[src/rtl/btn_events_n_pkg.sv]
// rtl/btn_events_n_pkg.sv - shared state encoding and pixel-clock timing constants for button event logic
package btn_events_n_pkg;

   typedef enum logic [1:0] {
      ST_IDLE    = 2'd0,
      ST_PRESSED = 2'd1,
      ST_LONG    = 2'd2
   } state_t;

   localparam int CLK_PIX_HZ      = 25_000_000;
   localparam int CYCLES_PER_MS   = CLK_PIX_HZ / 1000;

   // Defaults shared with the debounce_n instances on the same buttons.
   localparam int DEF_DEBOUNCE_MS = 10;
   localparam int DEF_LONG_MS     = 500;
   localparam int DEF_REPEAT_MS   = 100;

   function automatic int ms_to_cycles(input int ms);
      return ms * CYCLES_PER_MS;
   endfunction

   function automatic int max2(input int a, input int b);
      return (a > b) ? a : b;
   endfunction

endpackage

[src/rtl/btn_timer.sv]
// rtl/btn_timer.sv - clear/enable up-counter with terminal-count compare
module btn_timer #(
   parameter int W = 3
) (
   input  logic         clk,
   input  logic         rst_n,
   input  logic         i_clr,
   input  logic         i_en,
   input  logic [W-1:0] i_term,
   output logic         o_tc
);

   logic [W-1:0] r_cnt;

   // Compare is independent of i_en so the caller can gate on it without a loop.
   assign o_tc = (r_cnt == i_term);

   always_ff @(posedge clk or negedge rst_n) begin
      if (!rst_n) begin
         r_cnt <= '0;
      end else if (i_clr) begin
         r_cnt <= '0;
      end else if (i_en) begin
         if (o_tc) begin
            r_cnt <= '0;
         end else begin
            r_cnt <= r_cnt + 1'b1;
         end
      end
   end

endmodule

[src/rtl/btn_events_n.sv]
// rtl/btn_events_n.sv - turns a debounced active-low button level into press/release/long/repeat pulses
module btn_events_n
   import btn_events_n_pkg::*;
#(
   parameter int LONG_CNT   = ms_to_cycles(DEF_LONG_MS),
   parameter int REPEAT_CNT = ms_to_cycles(DEF_REPEAT_MS),
   parameter bit REPEAT_EN  = 1'b1
) (
   input  logic clk,
   input  logic rst_n,
   input  logic btn_n,
   output logic held,
   output logic press,
   output logic release_p,
   output logic long_press,
   output logic rpt
);

   localparam int CNT_MAX = max2(LONG_CNT, REPEAT_CNT);
   localparam int CNT_W   = (CNT_MAX > 1) ? $clog2(CNT_MAX) : 1;

   state_t           r_state;
   state_t           w_next_state;
   logic             r_btn_q;
   logic             w_clr;
   logic             w_en;
   logic             w_tc;
   logic [CNT_W-1:0] w_term;
   logic             w_press;
   logic             w_release;
   logic             w_long;
   logic             w_rpt;

   // One counter serves both phases; terminal value follows the state.
   assign w_term = (r_state == ST_PRESSED) ? CNT_W'(LONG_CNT - 1) : CNT_W'(REPEAT_CNT - 1);

   btn_timer #(
      .W (CNT_W)
   ) u_timer (
      .clk    (clk),
      .rst_n  (rst_n),
      .i_clr  (w_clr),
      .i_en   (w_en),
      .i_term (w_term),
      .o_tc   (w_tc)
   );

   always_comb begin
      w_next_state = r_state;
      w_clr        = 1'b0;
      w_en         = 1'b0;
      w_press      = 1'b0;
      w_release    = 1'b0;
      w_long       = 1'b0;
      w_rpt        = 1'b0;
      case (r_state)
         ST_IDLE: begin
            w_clr = 1'b1;
            if (r_btn_q && !btn_n) begin
               w_press      = 1'b1;
               w_next_state = ST_PRESSED;
            end
         end
         ST_PRESSED: begin
            if (btn_n) begin
               w_release    = 1'b1;
               w_clr        = 1'b1;
               w_next_state = ST_IDLE;
            end else begin
               w_en = 1'b1;
               if (w_tc) begin
                  w_long       = 1'b1;
                  w_next_state = ST_LONG;
               end
            end
         end
         ST_LONG: begin
            // Release wins over a coincident repeat tick.
            if (btn_n) begin
               w_release    = 1'b1;
               w_clr        = 1'b1;
               w_next_state = ST_IDLE;
            end else if (REPEAT_EN) begin
               w_en  = 1'b1;
               w_rpt = w_tc;
            end
         end
         default: begin
            w_clr        = 1'b1;
            w_next_state = ST_IDLE;
         end
      endcase
   end

   always_ff @(posedge clk or negedge rst_n) begin
      if (!rst_n) begin
         r_state    <= ST_IDLE;
         r_btn_q    <= 1'b1;
         held       <= 1'b0;
         press      <= 1'b0;
         release_p  <= 1'b0;
         long_press <= 1'b0;
         rpt        <= 1'b0;
      end else begin
         r_state    <= w_next_state;
         r_btn_q    <= btn_n;
         held       <= (w_next_state != ST_IDLE);
         press      <= w_press;
         release_p  <= w_release;
         long_press <= w_long;
         rpt        <= w_rpt;
      end
   end

endmodule
[config.mk]
export PLATFORM = sky130hd
export DESIGN_NAME = btn_events_n
export DESIGN_NICKNAME = d
export VERILOG_FILES = /design/src/rtl/btn_events_n_pkg.sv /design/src/rtl/btn_timer.sv /design/src/rtl/btn_events_n.sv
export SDC_FILE = /design/constraint.sdc
export NUM_CORES = 1
export LEC_CHECK = 0
export CAP_MARGIN = 20
export CORE_MARGIN = 3
export CORE_UTILIZATION = 56
export CTS_CLUSTER_SIZE = 30
export DETAILED_ROUTE_END_ITERATION = 7
export DONT_BUFFER_PORTS = 1
export GPL_ROUTABILITY_DRIVEN = 1
export PLACE_DENSITY_LB_ADDON = 0.1
export SETUP_SLACK_MARGIN = 0.5
export SYNTH_ARGS = -nofsm -noshare
export SYNTH_HDL_FRONTEND = slang
export SYNTH_HIERARCHICAL = 1
export SYNTH_SLANG_ARGS = --single-unit
export TNS_END_PERCENT = 1
[constraint.sdc]
create_clock -name clk -period 2.1 [get_ports clk]
set_input_delay 0.21 -clock clk [delete_from_list [all_inputs] [get_ports clk]]
set_output_delay 0.21 -clock clk [all_outputs]
set_load 0.05 [all_outputs]
; ---- After elaboration in Yosys (flattened, before gate mapping)
; Index checks and enable logic that the tools add are counted.
; Widths: inputs -> output; s select.
[totals]
in_bits = 3
ff_bits = 32
elab_cells = 39
[op_classes]
reduce_logical = 6
muxes = 21
addsub = 1
n_eq_ne = 3
[ops]
columns = op, n
row1 = $mux 24, 4
row2 = $add 24x1->24 const B, 1
row3 = $eq 24x24->1, 1
row4 = $mux 1, 12
row5 = $mux 2, 4
row6 = $pmux 2 s3, 1
row7 = $reduce_bool 2->1, 2
row8 = $eq 2x1->1 const B, 1
row9 = $eq 2x2->1 const B, 1
row10 = $logic_not 2->1, 1
row11 = $reduce_or 2->1, 1
row12 = $logic_and 1x1->1, 1
row13 = $logic_not 1->1, 1

; ---- Longest topological paths before layout
; Gate-level depths: netlist of run 1.
[logic_depth]
word_depth = 7
ltp_mapped = 11

; ---- Cells and area by module
; Netlist of run 1, hierarchy kept.
[modules_own_cells]
columns = module, area_each_um2, cells_each, seq_area_each_um2, instances
row1 = btn_timer, 1521.5, 152, 600.6, 1
row2 = btn_events_n, 372.9, 35, 201.4, 1

; ---- Least setup slack after synthesis of run 1
; No wires, ideal clock.
[synth_timing]
path_kind = reg2reg
startpoint = register r_state[1]
endpoint = register held
setup_ps = 77
t_arrival_ps = 2201
n_path_buf = 0
stages_incl_launch_ff = 12
setup_slack_ps = -178
path_cell_list = dfrtp_1 -> inv_1 -> ha_1 -> inv_2 -> xor2_1 -> nor4_1 -> nand4_1 -> nor2_1 -> inv_1 -> nor3_1 -> a21oi_1 -> a21oi_1
[synth_between]
elab_chain_len = 7
elab_cells_between_ends = 11
cone_classes = 3 x eq/ne / 6 x mux / 2 x reduce/logical
[synth_lines]
columns = element, line_no
row1 = "start, declared", btn_events_n.sv:22  ; state_t r_state;
row2 = "start signal, assigned", btn_events_n.sv:105  ; r_state <= w_next_state;
row3 = $eq 2x1->1, btn_events_n.sv:35  ; assign w_term = (r_state == ST_PRESSED) ? CNT_W'(LONG_CNT - 1) : CNT_W'(REPEAT_CNT - 1);
row4 = $mux 24, btn_events_n.sv:35
row5 = via w_term[11], btn_events_n.sv:28  ; logic [CNT_W-1:0] w_term;
row6 = $eq 24x24->1, btn_timer.sv:16  ; assign o_tc = (r_cnt == i_term);
row7 = via w_tc, btn_events_n.sv:27  ; logic w_tc;
row8 = $mux 2, btn_events_n.sv:71  ; if (w_tc) begin
row9 = $mux 2, btn_events_n.sv:65  ; if (btn_n) begin
row10 = $pmux 2 s3, btn_events_n.sv:56  ; case (r_state)
row11 = $reduce_bool 2->1, btn_events_n.sv:107  ; held <= (w_next_state != ST_IDLE);
row12 = "end signal, assigned", btn_events_n.sv:107
row13 = "end, declared", btn_events_n.sv:12  ; output logic held,
; The timed path passes the listed nets, and every way through them passes these cells.
; A chain may end at the register's enable or synchronous reset.

; ---- Worst setup path after layout of run 1
[layout_timing]
startpoint = register r_state[0]
endpoint = register u_timer.r_cnt[4]
[layout_between]
elab_chain_len = 6
elab_cells_between_ends = 11
cone_classes = 3 x eq/ne / 6 x mux / 2 x reduce/logical
[layout_lines]
columns = element, line_no
row1 = $eq 2x1->1, btn_events_n.sv:35
row2 = $mux 24, btn_events_n.sv:35
row3 = via w_term[11], btn_events_n.sv:28
row4 = $eq 24x24->1, btn_timer.sv:16
row5 = $mux 24, btn_timer.sv:24  ; if (o_tc) begin
row6 = $mux 24, btn_timer.sv:23  ; end else if (i_en) begin
row7 = $mux 24, btn_timer.sv:21  ; end else if (i_clr) begin
row8 = "end signal, assigned", btn_timer.sv:27  ; r_cnt <= r_cnt + 1'b1;
row9 = "end, declared", btn_timer.sv:13  ; logic [W-1:0] r_cnt;
; The timed path passes the listed nets, and every way through them passes these cells. The select of a mux whose other input is x is not followed.

==> flow_summary.toml, run 1 <==
[sta]
grt_setup_unrepaired = "true"
layout_setup_ws_ns = -0.02740
final_hold_viol_count = 0
finalWorstPathRequiredPeriod_ns = 2.127
worst_hold_slack_ns = 0.04914
min_period_over_period = 1.013
max_slew_violation_count = 0
worst_clock_skew_ns = 0.01252
finalSetupViolCount = 20
clock.fmax_mhz = 470.1

[global_routing]
grt_pass1_wl_um = 6706
grt_start_max_net_pins = 33
grt_pass1_vias = 1442
grt_util_all_layers = 0.2114
grt_antenna_before_repair = 0
grt_overflow_total = 0

[die]
io-pin-count = 8
floorplan.core_area_mm2 = 0.003128
rows = 20
die_height_um = 64.16
starting_density_of_the_core = 0.6056
dieWidth_um = 64.16
fp.dieArea_mm2 = 0.004117

[placed_design]
dpl_cell_area_mm2 = 0.002088
pre_cts_ws_ns = -0.1382
hpwl_um = 2651
routabilityCongestion = 0.8640
number_of_placed_cells_counting_well_taps = 252
place.port_buffers = 0

[min_path]
holdPathEnd = "release_p"
hold_path.class = "input port to flop"
min_delay_path_depth = 1
hold_path.startpoint = "btn_n"

[final_layout]
layout.nets = 229
register_area_um2 = 802.0
final_cells = 266
area_taken_by_multi_input_logic_gates_mm2 = 0.001121
finalInstanceArea_mm2 = 0.002252
antenna-diode-count = 0
num-fill-cells = 246
area_growth_pct = 18.89
post_route_cells_drive_above_1_share = 0.2207

[logic_synthesis]
synthDistinctLibCells = 37
syn-instance-count = 187
synth-async-reset-ratio = 1.000
yosys-top-cells-area = "sky130_fd_sc_hd__dfrtp_1 (41%), sky130_fd_sc_hd__xor2_1 (18%), sky130_fd_sc_hd__nor2_1 (5.2%)"
synth_enable_flop_cells = 0
synth.avg_cell_area_um2 = 10.13
ys.flop_type = "sky130_fd_sc_hd__dfrtp_1"
seq_area_frac_synth = 0.4234
ys.warnings.count = 6
yosys.area_share.simple = 0.2193
netlist_area_mm2 = 0.001894
synth_compound_gate_area_share = 0.06077
synth_fa_ha_area_frac = 0.03303
fraction_of_synthesized_area_in_multiplexers = 0.005945
post-synth-top-area-fraction = 0.4095
count_of_state_elements_after_synthesis = 32
synth_largest_area_cell = "sky130_fd_sc_hd__dfrtp_1"
main_combinational_cell_family_by_area_after_synthesis = "simple AND/OR/NAND/NOR gates"
post_synth_xor_area_fraction = 0.2081

[worst_setup_path]
crit_required_ns = 2.31
timing.critical_path.buf_inv = 3
rrSetupSlack_ns = -0.03
timing.critical_path.slowest_stage_cell = "sky130_fd_sc_hd__dfrtp_1"
endpoint_kind = "flop"
worst_ep_arrival_time_ns = 2.34
r2r.worst_path.cells = 9
critPathLaunchType = "flop"
worst_r2r_startpoint = "r_state[0]"
worst_r2r_endpoint = "u_timer/r_cnt[4]"
critPathKind = "flop to flop"
path_delay_family = "simple AND/OR/NAND/NOR gates"
critical_path.cell_chain = "buf_6 > ha_4 > xor2_1 > nor4_1 > nand4_1 > buf_4 > o31ai_4 > buf_12 > nor2_1"
cp_max_fo = 21
critical-path-max-stage-delay_ns = 0.41

[clock_tree]
cts_tree = "built"
clock_transition_at_the_register_clock_pins_on_the_worst_setup_and_hold_paths_after_cts_ns = 0.08
clkSinkCount = 32
cts-buffers-inserted = 5
cts-root-buf = "sky130_fd_sc_hd__clkbuf_4"
clock_tree.htree_level_count = 2
clk_latency_ns = 0.33
cts_max_path_bufs = 2

[routing]
dr_total_vias = 1382
detail_route.iter0.violations = 43
route.antenna.remaining_nets = 0
first_pass_iters = 4
avgRoutedWirePerCell_um = 13.85
routed_via_density = 5.195
totalWireLength_um = 3685
post-route-drc-count = 0

[power]
leak_pwr_uw = 0.001059
power_density_over_cell_area_mw_per_mm2 = 701.7
irDropWorstVdd_mv = 0.6256

[run_status]
violations_in_the_final_reports = "setup timing"
status = "finished with violations"

[job]
timing.max_cap.violations = 0
==> per-layer routing <==
layer | vias up | part of all wire | GRT usage
li1 | 682 | - | -
met1 | 679 | 0.49 | 0.2875
met2 | 17 | 0.47 | 0.3252
met3 | 4 | 0.030 | 0.05272
met4 | 0 | 0.015 | 0.07916
met5 | - | 0 | 0
==> synth_stat cells (all sizes together), types with 2 or more instances <==
| master | number |
|---|---|
| xor2 | 39 |
| dfrtp | 31 |
| nor2 | 28 |
| inv | 10 |
| nand2 | 10 |
| nand3 | 8 |
| nor4 | 8 |
| nand4 | 6 |
| xnor2 | 6 |
| and3 | 5 |
| buf | 5 |
| ha | 5 |
| a21oi | 3 |
| and4 | 3 |
| and2 | 2 |
| conb | 2 |
| o22ai | 2 |
| o32ai | 2 |
==> through the flow <==
step	TNS, ns	power, uW	utilization
after CTS	-0.8649	1581	0.7112
after detailed placement	-0.3387	1170	0.6676
final	-0.3200	1580	0.7200
after global routing	-2.422	1675	0.7200
after floorplan	0	1058	-
after global placement	-0.2410	1163	0.6676
==> flip-flops by register name, indices dropped and copies added, names as in the netlist <==
name,flops
release_p,1
r_btn_q,1
press,1
rpt,1
r_state,2
u_timer/r_cnt,24
held,1
long_press,1
==> worst max path at each step <==
stage               depth (start not counted)                 to  slack (ns)  startpoint
floorplan                                   9   u_timer/r_cnt[8]        0.09  r_state[0]
detailed placement                         10               held       -0.14  r_state[0]
global route                                9  u_timer/r_cnt[11]       -0.13  r_state[0]
global placement                           10               held       -0.12  r_state[0]
finish                                      9   u_timer/r_cnt[4]       -0.03  r_state[0]
CTS                                         9  u_timer/r_cnt[10]       -0.05  r_state[0]
==> area by class of cell <==
cell class / count / area share
Timing Repair Buffer: 18 / 0.07667
Tap cell: 44 / 0.02444
Sequential cell: 32 / 0.3561
Clock buffer: 8 / 0.02611
Multi-Input combinational cell: 154 / 0.4978
Inverter: 10 / 0.01889
==> logic make-up (layout without fill, tap and decap cells) <==
group           after synthesis  in the layout
mux                           1              1
xor+xnor                     45             45
compound gates               12             12
other cells                   2             16
simple gates                 75             75
fa+ha+maj                     5              5
buf+inv                      15             36
flops                        32             32
==> placed cells by master (no fill, tap or decap), types with 2 or more instances in the layout <==
| master | count |
|---|---|
| sky130_fd_sc_hd__xor2_1 | 39 |
| sky130_fd_sc_hd__dfrtp_1 | 31 |
| sky130_fd_sc_hd__nor2_1 | 25 |
| sky130_fd_sc_hd__conb_1 | 16 |
| sky130_fd_sc_hd__buf_4 | 12 |
| sky130_fd_sc_hd__nand2_1 | 10 |
| sky130_fd_sc_hd__nand3_1 | 8 |
| sky130_fd_sc_hd__nand4_1 | 6 |
| sky130_fd_sc_hd__xnor2_1 | 6 |
| sky130_fd_sc_hd__inv_1 | 5 |
| sky130_fd_sc_hd__clkbuf_4 | 5 |
| sky130_fd_sc_hd__nor4_1 | 5 |
| sky130_fd_sc_hd__and3_1 | 4 |
| sky130_fd_sc_hd__inv_2 | 3 |
| sky130_fd_sc_hd__ha_1 | 3 |
| sky130_fd_sc_hd__nor2_2 | 3 |
| sky130_fd_sc_hd__a21oi_1 | 2 |
| sky130_fd_sc_hd__inv_4 | 2 |
| sky130_fd_sc_hd__ha_4 | 2 |
| sky130_fd_sc_hd__clkbuf_1 | 2 |
| sky130_fd_sc_hd__buf_12 | 2 |
| sky130_fd_sc_hd__dlygate4sd3_1 | 2 |
| sky130_fd_sc_hd__buf_6 | 2 |
| sky130_fd_sc_hd__and4_1 | 2 |
| sky130_fd_sc_hd__nor4_4 | 2 |
==> power breakdown <==
part	total, uW	switching (uW)	internal [uW]
Sequential	731	85.0	646
Clock	362	197	165
Combinational	487	268	219
==> repair_timing <==
item / CTS / global route
endpoints found under the setup margin: 29 / 29
setup buffers: 1 / 2
hold buffers: 3 / 0
gates resized for setup: 7 / 4
hold endpoints to repair: 35 / 0
pin swaps: 4 / 8
(Power assumes the default switching activity.)
==> inputs of run 2 (changes only) <==
--- a/config.mk
+++ b/config.mk
@@ -12,7 +12,7 @@
 export DETAILED_ROUTE_END_ITERATION = 7
 export DONT_BUFFER_PORTS = 1
 export GPL_ROUTABILITY_DRIVEN = 1
-export PLACE_DENSITY_LB_ADDON = 0.1
+export PLACE_DENSITY = 0.78
 export SETUP_SLACK_MARGIN = 0.5
 export SYNTH_ARGS = -nofsm -noshare
 export SYNTH_HDL_FRONTEND = slang
==> run 2 against run 1 <==
The flow still finishes with violations (setup timing). Cell count grew 3.8%. Power grew 9.8%. Clock-buffer cell count decreased by 2. Clock skew down 0.0012 ns. First-iteration DRC count is 21% higher. Sequential cell count unchanged.
==> flow_summary.toml, run 2 (synthesis gave the netlist of run 1 again) <==
[min_path]
hold_path.class = "input port to flop"
min_delay_path_depth = 1
hold_path.startpoint = "btn_n"
holdPathEnd = "release_p"

[power]
irDropWorstVdd_mv = 0.5789
power_density_over_cell_area_mw_per_mm2 = 735.9
leak_pwr_uw = 0.001128

[routing]
detail_route.iter0.violations = 52
dr_total_vias = 1461
routed_via_density = 5.293
totalWireLength_um = 4116
post-route-drc-count = 0
route.antenna.remaining_nets = 0
first_pass_iters = 5
avgRoutedWirePerCell_um = 14.91

[worst_setup_path]
cp-startpoint = "r_state[1]"
worst_ep_arrival_time_ns = 2.42
timing.critical_path.slowest_stage_cell = "sky130_fd_sc_hd__dfrtp_1"
endpoint_kind = "flop"
worst_r2r_startpoint = "r_state[1]"
critical-path-max-stage-delay_ns = 0.40
worst_r2r_endpoint = "u_timer/r_cnt[18]"
cp_max_fo = 6
critPathKind = "flop to flop"
timing.critical_path.buf_inv = 5
rrSetupSlack_ns = -0.10
critPathLaunchType = "flop"
path_delay_family = "buffers and inverters"
crit_required_ns = 2.31
r2r.worst_path.cells = 12
critical_path.cell_chain = "inv_2 > buf_6 > ha_4 > and2b_2 > buf_6 > o211ai_1 > buf_4 > nor4_4 > buf_4 > nand4_1 > xor2_1 > nor2_1"

[final_layout]
layout.nets = 239
post_route_cells_drive_above_1_share = 0.2629
post-route-util = 0.7536
largest_register_ffs = 24
antenna-diode-count = 0
top_register = "u_timer/r_cnt"
area_growth_pct = 24.44
num-fill-cells = 206
final_cells = 276
reg_top3 = "u_timer/r_cnt (24), r_state (2)"
most_frequent_standard_cell_in_the_layout_excluding_fill_and_tap_cells = "sky130_fd_sc_hd__xor2_1"
final_cell_mix = "sky130_fd_sc_hd__xor2_1 (39), sky130_fd_sc_hd__dfrtp_1 (31), sky130_fd_sc_hd__nor2_1 (25)"

[die]
fp.dieArea_mm2 = 0.004117
rows = 20
io-pin-count = 8
floorplan.core_area_mm2 = 0.003128
dieWidth_um = 64.16
starting_density_of_the_core = 0.6056
die_height_um = 64.16

[clock_tree]
cts_tree = "built"
clkSinkCount = 32
clock_tree.htree_level_count = 2
cts-buffers-inserted = 5
clk_latency_ns = 0.33
clock_transition_at_the_register_clock_pins_on_the_worst_setup_and_hold_paths_after_cts_ns = 0.10
cts-root-buf = "sky130_fd_sc_hd__clkbuf_4"
cts_max_path_bufs = 2

[sta]
layout_setup_ws_ns = -0.1015
max_slew_violation_count = 0
final_hold_viol_count = 0
min_period_over_period = 1.048
finalWorstPathRequiredPeriod_ns = 2.201
worst_clock_skew_ns = 0.01129
finalSetupViolCount = 22
clock.fmax_mhz = 454.2
grt_setup_unrepaired = "true"

[run_status]
status = "finished with violations"
violations_in_the_final_reports = "setup timing"

[placed_design]
hpwl_um = 2817
place.port_buffers = 0
routabilityCongestion = 0.8365
number_of_placed_cells_counting_well_taps = 258
pre_cts_ws_ns = -0.1063

[global_routing]
grt_antenna_before_repair = 0
grt_overflow_total = 0
grt_pass1_vias = 1608
grt_pass1_wl_um = 6955
grt_util_all_layers = 0.2170
grt_start_max_net_pins = 33

[job]
timing.max_cap.violations = 0
==> run 2: timing repair <==
action / CTS / global route
hold buffers: 3 / 0
hold endpoints to repair: 34 / 0
resized for setup: 10 / 4
setup endpoints to repair: 29 / 29
pin swaps: 11 / 11
buffers inserted: 3 / 4
==> run 2: power by group <==
| group | switching, uW | total, uW | internal, uW |
|---|---|---|---|
| clock network | 203 | 453 | 250 |
| logic | 279 | 545 | 266 |
| registers | 91.5 | 737 | 646 |
| total | 574 | 1730 | 1160 |
==> run 2: stage by stage <==
stage / area, um2 / power, uW / setup TNS (ns) / hold slack (ns)
2_1_floorplan: 1979 / 1058 / 0 / -0.08559
3_3_place_gp: 2133 / 1169 / -0.1638 / -0.08475
3_5_place_dp: 2133 / 1186 / -0.4132 / -0.08457
4_1_cts: 2305 / 1727 / -0.3308 / 0.006677
5_1_grt: 2357 / 1835 / -4.252 / 0.03390
6_report: 2357 / 1735 / -0.4989 / 0.03028
==> run 2: worst max path at each step <==
stage,to,slack [ns],cells after the start
global placement,u_timer/r_cnt[18],-0.07,11
floorplan,u_timer/r_cnt[8],0.09,9
finish,u_timer/r_cnt[18],-0.10,12
detailed placement,u_timer/r_cnt[18],-0.11,11
global route,held,-0.24,11
CTS,u_timer/r_cnt[18],-0.13,12
==> run 2: layer usage <==
| metal | share of wire | wire (um) | vias up | GRT usage |
|---|---|---|---|---|
| met5 | 0 | 0 | - | 0 |
| met4 | 0.020 | 84 | 0 | 0.09235 |
| met3 | 0.046 | 191 | 12 | 0.05448 |
| met2 | 0.51 | 2092 | 39 | 0.3794 |
| met1 | 0.42 | 1747 | 710 | 0.2503 |
| li1 | - | - | 700 | - |
==> run 2: area by class of cell <==
type / count / area, um2 / area share
Sequential cell: 32 / 802.0 / 0.3402
Inverter: 10 / 40.04 / 0.01699
Timing Repair Buffer: 28 / 255.2 / 0.1083
Multi-Input combinational cell: 154 / 1129 / 0.4788
Clock inverter: 2 / 35.03 / 0.01486
Clock buffer: 6 / 41.29 / 0.01752
Tap cell: 44 / 55.05 / 0.02335
==> inputs of run 3 (changes only) <==
--- a/config.mk
+++ b/config.mk
@@ -13,7 +13,7 @@
 export DONT_BUFFER_PORTS = 1
 export GPL_ROUTABILITY_DRIVEN = 1
 export PLACE_DENSITY = 0.78
-export SETUP_SLACK_MARGIN = 0.5
+export SETUP_SLACK_MARGIN = 0.1
 export SYNTH_ARGS = -nofsm -noshare
 export SYNTH_HDL_FRONTEND = slang
 export SYNTH_HIERARCHICAL = 1
==> run 3 against run 2 <==
Highest routed layer unchanged. Hold slack got worse by 0.0067 ns. The run still ends with setup timing left. Register-to-register slack improved by 0.02 ns. Cell count increased by 0.72%. Clock power about the same. First-iteration DRC count increased by 38%. Clock skew about the same.
==> flow_summary.toml, run 3 (synthesis gave the netlist of run 1 again) <==
[placed_design]
routabilityCongestion = 0.8365
dpl_cell_area_mm2 = 0.002133
hpwl_um = 2817
place.port_buffers = 0

[global_routing]
gr-usage-met1 = 0.2492
grt_start_max_net_pins = 33
grt_antenna_before_repair = 0
grt_util_met2 = 0.3806
grt_pass1_vias = 1587
grt_pass1_wl_um = 6906
grt-busiest-layer = "met2"
grt_overflow_total = 0
grt_util_all_layers = 0.2177
global_route.usage.met3 = 0.05272

[sta]
finalWorstPathRequiredPeriod_ns = 2.184
max_slew_violation_count = 0
min_period_over_period = 1.040
layout_setup_ws_ns = -0.08406
worst_hold_slack_ns = 0.02353
grt_setup_unrepaired = "true"
finalSetupViolCount = 21
final_hold_viol_count = 0
clock.fmax_mhz = 457.9
worst_clock_skew_ns = 0.01093

[final_layout]
reg_top3 = "u_timer/r_cnt (24), r_state (2)"
final_cell_mix = "sky130_fd_sc_hd__xor2_1 (38), sky130_fd_sc_hd__dfrtp_1 (31), sky130_fd_sc_hd__nor2_1 (25)"
post_route_cells_drive_above_1_share = 0.2650
largest_register_ffs = 24
most_frequent_standard_cell_in_the_layout_excluding_fill_and_tap_cells = "sky130_fd_sc_hd__xor2_1"
finalInstanceArea_mm2 = 0.002355
antenna-diode-count = 0
area_growth_pct = 24.31
top_register = "u_timer/r_cnt"
layout.nets = 241

[routing]
first_pass_iters = 4
route.antenna.remaining_nets = 0
post-route-drc-count = 0
detail_route.iter0.violations = 72
routed_via_density = 5.198
avgRoutedWirePerCell_um = 14.45
dr_total_vias = 1445
totalWireLength_um = 4016

[power]
leak_pwr_uw = 0.001124
power_density_over_cell_area_mw_per_mm2 = 739.9
irDropWorstVdd_mv = 0.6678

[clock_tree]
clock_transition_at_the_register_clock_pins_on_the_worst_setup_and_hold_paths_after_cts_ns = 0.10
cts_tree = "built"
cts_max_path_bufs = 2
clock_tree.htree_level_count = 2
cts-root-buf = "sky130_fd_sc_hd__clkbuf_4"
cts-buffers-inserted = 5
clk_latency_ns = 0.33
clkSinkCount = 32

[worst_setup_path]
critPathLaunchType = "flop"
critical_path.cell_chain = "inv_2 > buf_6 > ha_4 > and2b_2 > buf_6 > o211ai_1 > buf_4 > nor4_4 > buf_4 > nand4_1 > xor2_1 > nor2_1"
critPathKind = "flop to flop"
endpoint_kind = "flop"
path_delay_family = "buffers and inverters"
crit_required_ns = 2.32
cp_max_fo = 6
critical-path-max-stage-delay_ns = 0.40
timing.critical_path.slowest_stage_cell = "sky130_fd_sc_hd__dfrtp_1"
worst_ep_arrival_time_ns = 2.40
timing.critical_path.buf_inv = 5

[min_path]
hold_path.class = "input port to flop"

[die]
floorplan.core_area_mm2 = 0.003128
starting_density_of_the_core = 0.6056
io-pin-count = 8
rows = 20
fp.dieArea_mm2 = 0.004117
dieWidth_um = 64.16
die_height_um = 64.16

[run_status]
violations_in_the_final_reports = "setup timing"
status = "finished with violations"

[job]
timing.max_cap.violations = 0
==> run 3: cell types whose count changed in the layout (fill, tap and decap cells not counted) <==
cell                      change
sky130_fd_sc_hd__buf_4        +4
sky130_fd_sc_hd__buf_6        -2
sky130_fd_sc_hd__nand3_1      +1
sky130_fd_sc_hd__nand3_2      -1
sky130_fd_sc_hd__nor3b_2      +1
sky130_fd_sc_hd__nor3b_4      -1
sky130_fd_sc_hd__o22ai_1      +1
sky130_fd_sc_hd__o22ai_2      -1
sky130_fd_sc_hd__xor2_1       -1
sky130_fd_sc_hd__xor2_2       +1
==> run 3: path summary, 6_finish.rpt <==
path	startpoint	to	slack, ns	depth (start not counted)
min in group asynchronous	rst_n	u_timer/r_cnt[12]	0.32	2
max reg2reg	r_state[1]	u_timer/r_cnt[18]	-0.08	12
max	r_state[1]	u_timer/r_cnt[18]	-0.08	12
min reg2reg	u_timer/r_cnt[4]	u_timer/r_cnt[4]	0.60	2
max in group asynchronous	rst_n	r_btn_q	1.54	2
min	btn_n	release_p	0.02	1
==> run 3: stage by stage <==
step	std cells	utilization	setup TNS [ns]	power, uW	worst slack (ns)
after floorplan	201	-	0	1058	0.08689
after detailed placement	258	0.6820	-0.4132	1186	-0.1063
after global placement	258	0.6820	-0.1638	1169	-0.07095
after CTS	272	0.7300	-0.3308	1709	-0.1321
after global routing	278	0.7528	-4.373	1847	-0.1971
final	278	0.7528	-0.7373	1742	-0.08406
==> run 3: cell type report <==
class | instances | area, um2
clock buffers | 6 | 41.29
fillers | 210 | 773.2
multi-input cells | 154 | 1119
repair buffers | 30 | 262.8
inverters | 10 | 40.04
well taps | 44 | 55.05
clock inverters | 2 | 35.03
flip-flops and latches | 32 | 802.0
==> run 3: power breakdown <==
group	total (uW)	switching, uW	internal, uW	leakage (uW)
Clock	454	204	249	0.0000422
Sequential	738	92.0	646	0.000439
Combinational	551	280	271	0.000643
Total	1740	576	1170	0.00112
==> run 3: metal layers <==
layer	vias up	part of all wire
met5	-	0
met4	0	0.026
met3	11	0.045
met2	34	0.51
met1	696	0.42
li1	704	-
==> run 3: timing repair <==
item,4_1_cts,5_1_grt
cloned,0,0
gates resized for setup,4,6
endpoints found under the setup margin,26,26
setup buffers,3,6
hold buffers,3,0
endpoints found under the hold margin,34,0
pin swaps,10,11
